<file path="config.mk">
export PLATFORM = sky130hd
export DESIGN_NAME = mem_arbiter
export DESIGN_NICKNAME = d
export VERILOG_FILES = /design/src/rtl/mem_arbiter_pkg.sv /design/src/rtl/mem_arbiter_byte_assembler.sv /design/src/rtl/mem_arbiter.sv
export SDC_FILE = /design/constraint.sdc
export NUM_CORES = 1
export LEC_CHECK = 0
export BUFFER_PORTS_ARGS = -buffer_cell sky130_fd_sc_hd__buf_2
export CAP_MARGIN = 20
export CORE_MARGIN = 1
export CORE_UTILIZATION = 33
export CTS_CLUSTER_DIAMETER = 200
export CTS_CLUSTER_SIZE = 14
export DETAILED_ROUTE_END_ITERATION = 8
export GPL_TIMING_DRIVEN = 0
export PLACE_DENSITY = 0.56
export SLEW_MARGIN = 10
export SYNTH_ARGS = -nofsm -noshare
export SYNTH_HDL_FRONTEND = slang
export SYNTH_SLANG_ARGS = --single-unit
export TNS_END_PERCENT = 1
</file>
<file path="constraint.sdc">
create_clock -name clk -period 10.85 [get_ports clk]
set_input_delay 2.17 -clock clk [delete_from_list [all_inputs] [get_ports clk]]
set_output_delay 2.17 -clock clk [all_outputs]
set_load 0.05 [all_outputs]
</file>
<file path="src/rtl/mem_arbiter_pkg.sv">
// Shared definitions for the memory arbiter: FSM state encoding, access-size
// encoding, default address width and the size-to-byte-count helper.
package mem_arbiter_pkg;

    localparam int AddrLen = 32;
    localparam int CntW    = 3;

    typedef enum logic [1:0] {
        IDLE   = 2'd0,
        IF_RD  = 2'd1,
        MEM_RD = 2'd2,
        MEM_WR = 2'd3
    } arb_state_e;

    typedef enum logic [1:0] {
        SIZE_BYTE = 2'b00,
        SIZE_HALF = 2'b01,
        SIZE_WORD = 2'b10
    } mem_size_e;

    // The reserved encoding 2'b11 falls into the word case.
    function automatic logic [CntW-1:0] byte_count(input logic [1:0] size);
        logic [CntW-1:0] n;
        case (size)
            SIZE_BYTE: n = 3'd1;
            SIZE_HALF: n = 3'd2;
            default:   n = 3'd4;
        endcase
        return n;
    endfunction

endpackage

</file>
<file path="src/rtl/mem_arbiter_byte_assembler.sv">
// Packs bytes returned by the byte-wide RAM into a little-endian 32-bit word.
// clr_i zeroes the word so short loads come out zero-extended.
module byte_assembler
    import mem_arbiter_pkg::*;
(
    input  logic        clk,
    input  logic        rst,
    input  logic        clr_i,
    input  logic        cap_i,
    input  logic [1:0]  lane_i,
    input  logic [7:0]  byte_i,
    output logic [31:0] word_o
);

    logic [31:0] word_q;
    logic [31:0] word_d;

    always_comb begin
        word_d = word_q;
        if (clr_i) begin
            word_d = 32'h0;
        end else if (cap_i) begin
            case (lane_i)
                2'd0:    word_d[7:0]   = byte_i;
                2'd1:    word_d[15:8]  = byte_i;
                2'd2:    word_d[23:16] = byte_i;
                default: word_d[31:24] = byte_i;
            endcase
        end
    end

    always_ff @(posedge clk or posedge rst) begin
        if (rst) begin
            word_q <= 32'h0;
        end else begin
            word_q <= word_d;
        end
    end

    assign word_o = word_q;

endmodule

</file>
<file path="src/rtl/mem_arbiter.sv">
// Arbitrates instruction fetches and load/stores onto a byte-wide RAM with
// one-cycle read latency. Optional MEM_ARB_IO_STALL_EN adds io_full_i back-pressure.
module mem_arbiter
    import mem_arbiter_pkg::*;
#(
    parameter int ADDR_W = AddrLen
) (
    input  logic              clk,
    input  logic              rst,
    input  logic              if_req_i,
    input  logic [ADDR_W-1:0] if_addr_i,
    input  logic              if_jump_i,
    output logic              if_ready_o,
    output logic [31:0]       if_data_o,
    output logic              if_busy_o,
    input  logic              mem_req_i,
    input  logic              mem_we_i,
    input  logic [1:0]        mem_size_i,
    input  logic [ADDR_W-1:0] mem_addr_i,
    input  logic [31:0]       mem_wdata_i,
    output logic              mem_ready_o,
    output logic [31:0]       mem_rdata_o,
`ifdef MEM_ARB_IO_STALL_EN
    input  logic              io_full_i,
`endif
    output logic [ADDR_W-1:0] ram_addr_o,
    output logic              ram_wr_o,
    output logic [7:0]        ram_dout_o,
    input  logic [7:0]        ram_din_i
);

    arb_state_e        state_q, state_d;
    logic [CntW-1:0]   cnt_q, cnt_d;
    logic [CntW-1:0]   nbytes_q, nbytes_d;
    logic [ADDR_W-1:0] base_q, base_d;
    logic [31:0]       wdata_q, wdata_d;
    logic [ADDR_W-1:0] ram_addr_q, ram_addr_d;
    logic              ram_wr_q, ram_wr_d;
    logic [7:0]        ram_dout_q, ram_dout_d;
    logic              if_ready_q, if_ready_d;
    logic              mem_ready_q, mem_ready_d;

    logic              asm_clr;
    logic              asm_cap;
    logic [1:0]        asm_lane;
    logic [31:0]       asm_word;
    logic [ADDR_W-1:0] cur_addr;
    logic              wr_stall;

    assign cur_addr = base_q + ADDR_W'(cnt_q);

    // A store byte aimed at the IO segment waits while the IO queue is full.
`ifdef MEM_ARB_IO_STALL_EN
    logic [1:0] stall_seg;
    assign stall_seg = (state_q == IDLE) ? mem_addr_i[17:16] : cur_addr[17:16];
    assign wr_stall  = io_full_i && (stall_seg == 2'b11);
`else
    assign wr_stall  = 1'b0;
`endif

    always_comb begin
        state_d     = state_q;
        cnt_d       = cnt_q;
        nbytes_d    = nbytes_q;
        base_d      = base_q;
        wdata_d     = wdata_q;
        ram_addr_d  = ram_addr_q;
        ram_wr_d    = 1'b0;
        ram_dout_d  = ram_dout_q;
        if_ready_d  = 1'b0;
        mem_ready_d = 1'b0;
        asm_clr     = 1'b0;
        asm_cap     = 1'b0;
        asm_lane    = 2'(cnt_q - 3'd2);

        case (state_q)
            IDLE: begin
                if (mem_req_i) begin
                    base_d   = mem_addr_i;
                    nbytes_d = byte_count(mem_size_i);
                    wdata_d  = mem_wdata_i;
                    asm_clr  = 1'b1;
                    if (mem_we_i) begin
                        state_d = MEM_WR;
                        if (wr_stall) begin
                            cnt_d = '0;
                        end else begin
                            ram_addr_d = mem_addr_i;
                            ram_wr_d   = 1'b1;
                            ram_dout_d = mem_wdata_i[7:0];
                            cnt_d      = 3'd1;
                        end
                    end else begin
                        state_d    = MEM_RD;
                        ram_addr_d = mem_addr_i;
                        cnt_d      = 3'd1;
                    end
                end else if (if_req_i) begin
                    state_d    = IF_RD;
                    base_d     = if_addr_i;
                    nbytes_d   = 3'd4;
                    ram_addr_d = if_addr_i;
                    cnt_d      = 3'd1;
                    asm_clr    = 1'b1;
                end
            end

            // cnt_q counts edges since acceptance; byte k is captured two edges after its address.
            IF_RD, MEM_RD: begin
                if (state_q == IF_RD && if_jump_i) begin
                    state_d = IDLE;
                    cnt_d   = '0;
                end else begin
                    if (cnt_q < nbytes_q) begin
                        ram_addr_d = cur_addr;
                    end
                    if (cnt_q >= 3'd2) begin
                        asm_cap = 1'b1;
                    end
                    if (cnt_q == nbytes_q + 3'd1) begin
                        state_d     = IDLE;
                        cnt_d       = '0;
                        if_ready_d  = (state_q == IF_RD);
                        mem_ready_d = (state_q == MEM_RD);
                    end else begin
                        cnt_d = cnt_q + 3'd1;
                    end
                end
            end

            // Here cnt_q counts bytes already written, so a stall simply holds it.
            MEM_WR: begin
                if (cnt_q == nbytes_q) begin
                    state_d     = IDLE;
                    cnt_d       = '0;
                    mem_ready_d = 1'b1;
                end else if (!wr_stall) begin
                    ram_addr_d = cur_addr;
                    ram_wr_d   = 1'b1;
                    ram_dout_d = wdata_q[8*cnt_q[1:0] +: 8];
                    cnt_d      = cnt_q + 3'd1;
                end
            end

            default: begin
                state_d = IDLE;
                cnt_d   = '0;
            end
        endcase
    end

    always_ff @(posedge clk or posedge rst) begin
        if (rst) begin
            state_q     <= IDLE;
            cnt_q       <= '0;
            nbytes_q    <= '0;
            base_q      <= '0;
            wdata_q     <= '0;
            ram_addr_q  <= '0;
            ram_wr_q    <= 1'b0;
            ram_dout_q  <= '0;
            if_ready_q  <= 1'b0;
            mem_ready_q <= 1'b0;
        end else begin
            state_q     <= state_d;
            cnt_q       <= cnt_d;
            nbytes_q    <= nbytes_d;
            base_q      <= base_d;
            wdata_q     <= wdata_d;
            ram_addr_q  <= ram_addr_d;
            ram_wr_q    <= ram_wr_d;
            ram_dout_q  <= ram_dout_d;
            if_ready_q  <= if_ready_d;
            mem_ready_q <= mem_ready_d;
        end
    end

    byte_assembler u_asm (
        .clk    (clk),
        .rst    (rst),
        .clr_i  (asm_clr),
        .cap_i  (asm_cap),
        .lane_i (asm_lane),
        .byte_i (ram_din_i),
        .word_o (asm_word)
    );

    assign if_ready_o  = if_ready_q;
    assign if_data_o   = asm_word;
    assign if_busy_o   = (state_q == IF_RD);
    assign mem_ready_o = mem_ready_q;
    assign mem_rdata_o = asm_word;
    assign ram_addr_o  = ram_addr_q;
    assign ram_wr_o    = ram_wr_q;
    assign ram_dout_o  = ram_dout_q;

endmodule

</file>
==> results.json <==
{
  "status": "completed",
  "p_clk_share_pct": 18.7,
  "via_per_inst": 4.851,
  "die_h_um": 155.4,
  "synth_top_family_by_area": "simple AND/OR/NAND/NOR gates",
  "fp.dieW_um": 155.4,
  "hpwl_um": 16330,
  "ys_seq_elements": 147,
  "powerDensity_mw_per_mm2": 317.9,
  "h-tree-depth": 4,
  "syn-instance-count": 767,
  "yosys_most_used_dff": "dfrtp_1",
  "area_growth_syn_to_layout_pct": 27.12,
  "cts_root_buffer": "clkbuf_16",
  "rsz0062_at_grt": "false",
  "clock_sinks": 147,
  "n_fill_cell": 2285,
  "cts_buffers": 17,
  "crit_path_frequent_cell": "buf_2",
  "path_cells": "buf_2, buf_2, nor3b_1, nor2_1, nand3_1, buf_6, clkbuf_1, o21ai_0",
  "wl_met1_um": 10480,
  "final_util_pct": 43.23,
  "fin_ws_ns": 7.239,
  "synth-edff-count": 0,
  "gp_congestion": 0.8139,
  "postCtsHoldBufs": 0,
  "instances_no_fill": 1333,
  "synth-simple-area-share_pct": 15.56,
  "dr.pass1.iters": 4,
  "synth_warnings": 0,
  "slew_viol_final": 0,
  "rows": 55,
  "coreArea_sq_mm": 0.02285,
  "tns_ns": 0,
  "start_util_pct": 34.00,
  "startpoint_type": "primary input",
  "post_cts_resized": 0,
  "clk_latency_ns": 0.43,
  "dieArea_sq_mm": 0.02416,
  "synth_compound_area_share_pct": 10.61,
  "syn-mean-instance-area_sq_um": 10.13,
  "grt_pass1_wl_um": 35120,
  "ys_async_sr_fraction_pct": 100.0,
  "synth_cell_type_count": 57,
  "synth_fa_ha_area_share_pct": 2.674,
  "end_kind": "register",
  "intPower_mw": 1.640,
  "min_path_type": "reg -> reg",
  "overflow": 0,
  "drive_gt1_share_pct": 35.92,
  "dr_wl_met3_um": 1092,
  "post-cts-setup-buffer-count": 0,
  "tritoncts": "built",
  "cp.arrival_ns": 3.90,
  "period_minus_slack_ns": 3.611,
  "combPwrFrac_pct": 50.6,
  "num_vias": 6466,
  "io_pins": 220,
  "leakagePower_nw": 4.735,
  "grt_max_degree": 85,
  "worstMarginPinSlew_ns": 0.7322,
  "route.detailed.drc": 0,
  "power_mw": 3.140,
  "critPathRequiredTime_ns": 11.14,
  "syn_nets": 895,
  "drtAntennaViolNets": 0,
  "drt-initial-drc-count": 324,
  "dpl.cell_count": 1300,
  "setup_viol": 0,
  "wl_met2_um": 10260,
  "wl_per_cell_um": 16.51,
  "yosys.area_share.xor_xnor_pct": 3.688,
  "switchingPower_mw": 1.500,
  "rr_worst_depth": 9,
  "slowest_delay_ns": 0.46,
  "cp_slowest_cell": "nor3b_1",
  "io_buffer_count": 219,
  "fmax_mhz": 277.0,
  "finClkSkew_ns": 0.01403,
  "wl_um": 22010,
  "syn_area_sq_mm": 0.007769,
  "holdPathStages": 2,
  "hold_viol": 0,
  "yosysSeqAreaShare_pct": 47.35,
  "peakVddDrop_mv": 0.1226,
  "final_nets": 1134,
  "grt_pass1_vias": 6369,
  "critPathKind": "in -> reg",
  "drv_cap": 0,
  "path_max_fanout": 10,
  "power_frac_seq_pct": 30.8,
  "grt_antenna_before_repair": 1,
  "clk_pin_slew_ns": 0.07,
  "power.share.switching_pct": 47.76,
  "synth_mux_area_share_pct": 13.34,
  "track_usage_pct": 19.02,
  "top_layer": "met4",
  "pre_cts_slack_ns": 6.786,
  "slew_headroom_pct": 51.19,
  "cts_buffer_depth": 2,
  "finalCritPeriodShare_pct": 33.28
}
-- cells in the final DEF, fill, tap and decap left out, types with 17 or more instances in the layout --
cell,instances
mux2i_1,45
dfrtp_1,147
xnor2_1,17
nand2_1,125
clkbuf_16,17
o21ai_0,57
buf_2,232
mux2_2,36
buf_4,34
clkbuf_1,21
nor2_1,28
a21oi_1,55
nand3_1,44
-- power by group through the flow --
stage | sequential, mW | combinational, mW | clock, mW
6_report | 0.965 | 1.59 | 0.586
5_1_grt | 0.999 | 1.74 | 0.626
4_1_cts | 0.966 | 1.61 | 0.602
3_5_place_dp | 0.974 | 1.60 | 0
3_3_place_gp | 0.968 | 1.58 | 0
2_1_floorplan | 1.27 | 0.874 | 0
-- stage by stage --
step                      hold slack, ns  cell area, sq um
after floorplan                   0.4538              7769
after global placement            0.4618              9256
after detailed placement          0.4691              9291
after CTS                         0.4835              9873
after global routing              0.4952              9873
final                             0.4741              9876
-- path summary, 6_finish.rpt --
kind | from | end | slack [ns]
hold / removal | ram_addr_o[0]$_DFFE_PP0P_ | ram_addr_o[0]$_DFFE_PP0P_ | 0.47
hold reg to reg | ram_addr_o[0]$_DFFE_PP0P_ | ram_addr_o[0]$_DFFE_PP0P_ | 0.47
setup reg to reg | cnt_q[0]$_DFFE_PP0P_ | ram_addr_o[13]$_DFFE_PP0P_ | 7.94
setup / recovery | mem_req_i | ram_addr_o[11]$_DFFE_PP0P_ | 7.24
min in group asynchronous | rst | ram_addr_o[11]$_DFFE_PP0P_ | 1.76
max in group asynchronous | rst | ram_addr_o[27]$_DFFE_PP0P_ | 8.31
-- synth_stat cells, types with 13 or more instances --
cell	instances	share of area (%)
buf_2	13	0.84
a21oi_1	55	3.5
inv_1	15	0.72
nor2_1	28	1.4
ha_1	15	2.4
nand3_1	44	2.8
mux2i_1	45	5.8
xor2_1	13	1.5
nand2_1	125	6.0
o21ai_0	57	3.7
xnor2_1	17	1.9
nor3_1	15	0.97
buf_4	34	3.3
mux2_2	36	5.2
clkbuf_1	21	1.0
dfrtp_1	147	47
-- logic make-up after synthesis --
group,Yosys count
XOR/XNOR,31
flip-flops,147
buffers and inverters,92
multiplexers,89
AND/OR/NAND/NOR,251
adder cells (fa/ha/maj),16
AO/OA/AOI/OAI,141
-- worst max-delay path, delay by kind of cell --
family          cells  cell delay [ns]
buf+inv             4             0.84
simple gates        3             0.72
compound gates      1             0.17
-- metal layers --
metal | global-route usage, % | up-vias
li1 | - | 3159
met1 | 26.44 | 3120
met2 | 30.07 | 172
met3 | 4.206 | 15
met4 | 4.528 | 0
met5 | 0 | -
-- layout make-up --
class	instances	area [sq um]	share of cell area, %
flip-flops and latches	147	3679	37.25
clock inverters	14	142.6	1.444
clock buffers	18	439.2	4.447
diodes	1	2.502	0.02534
plain buffers	77	470.5	4.764
multi-input cells	528	3563	36.08
repair buffers	220	1124	11.38
well taps	313	391.6	3.966
inverters	15	63.81	0.6461
-- flip-flops by register name, summed over array words and instances, names as in the netlist --
name and cells:
mem_ready_o 1, nbytes_q 3, wdata_q 32, ram_dout_o 8, cnt_q 3, ram_wr_o 1, base_q 32, state_q 2
if_ready_o 1, ram_addr_o 32, u_asm.word_o 32
No activity file was read; power rests on OpenSTA's default activity.
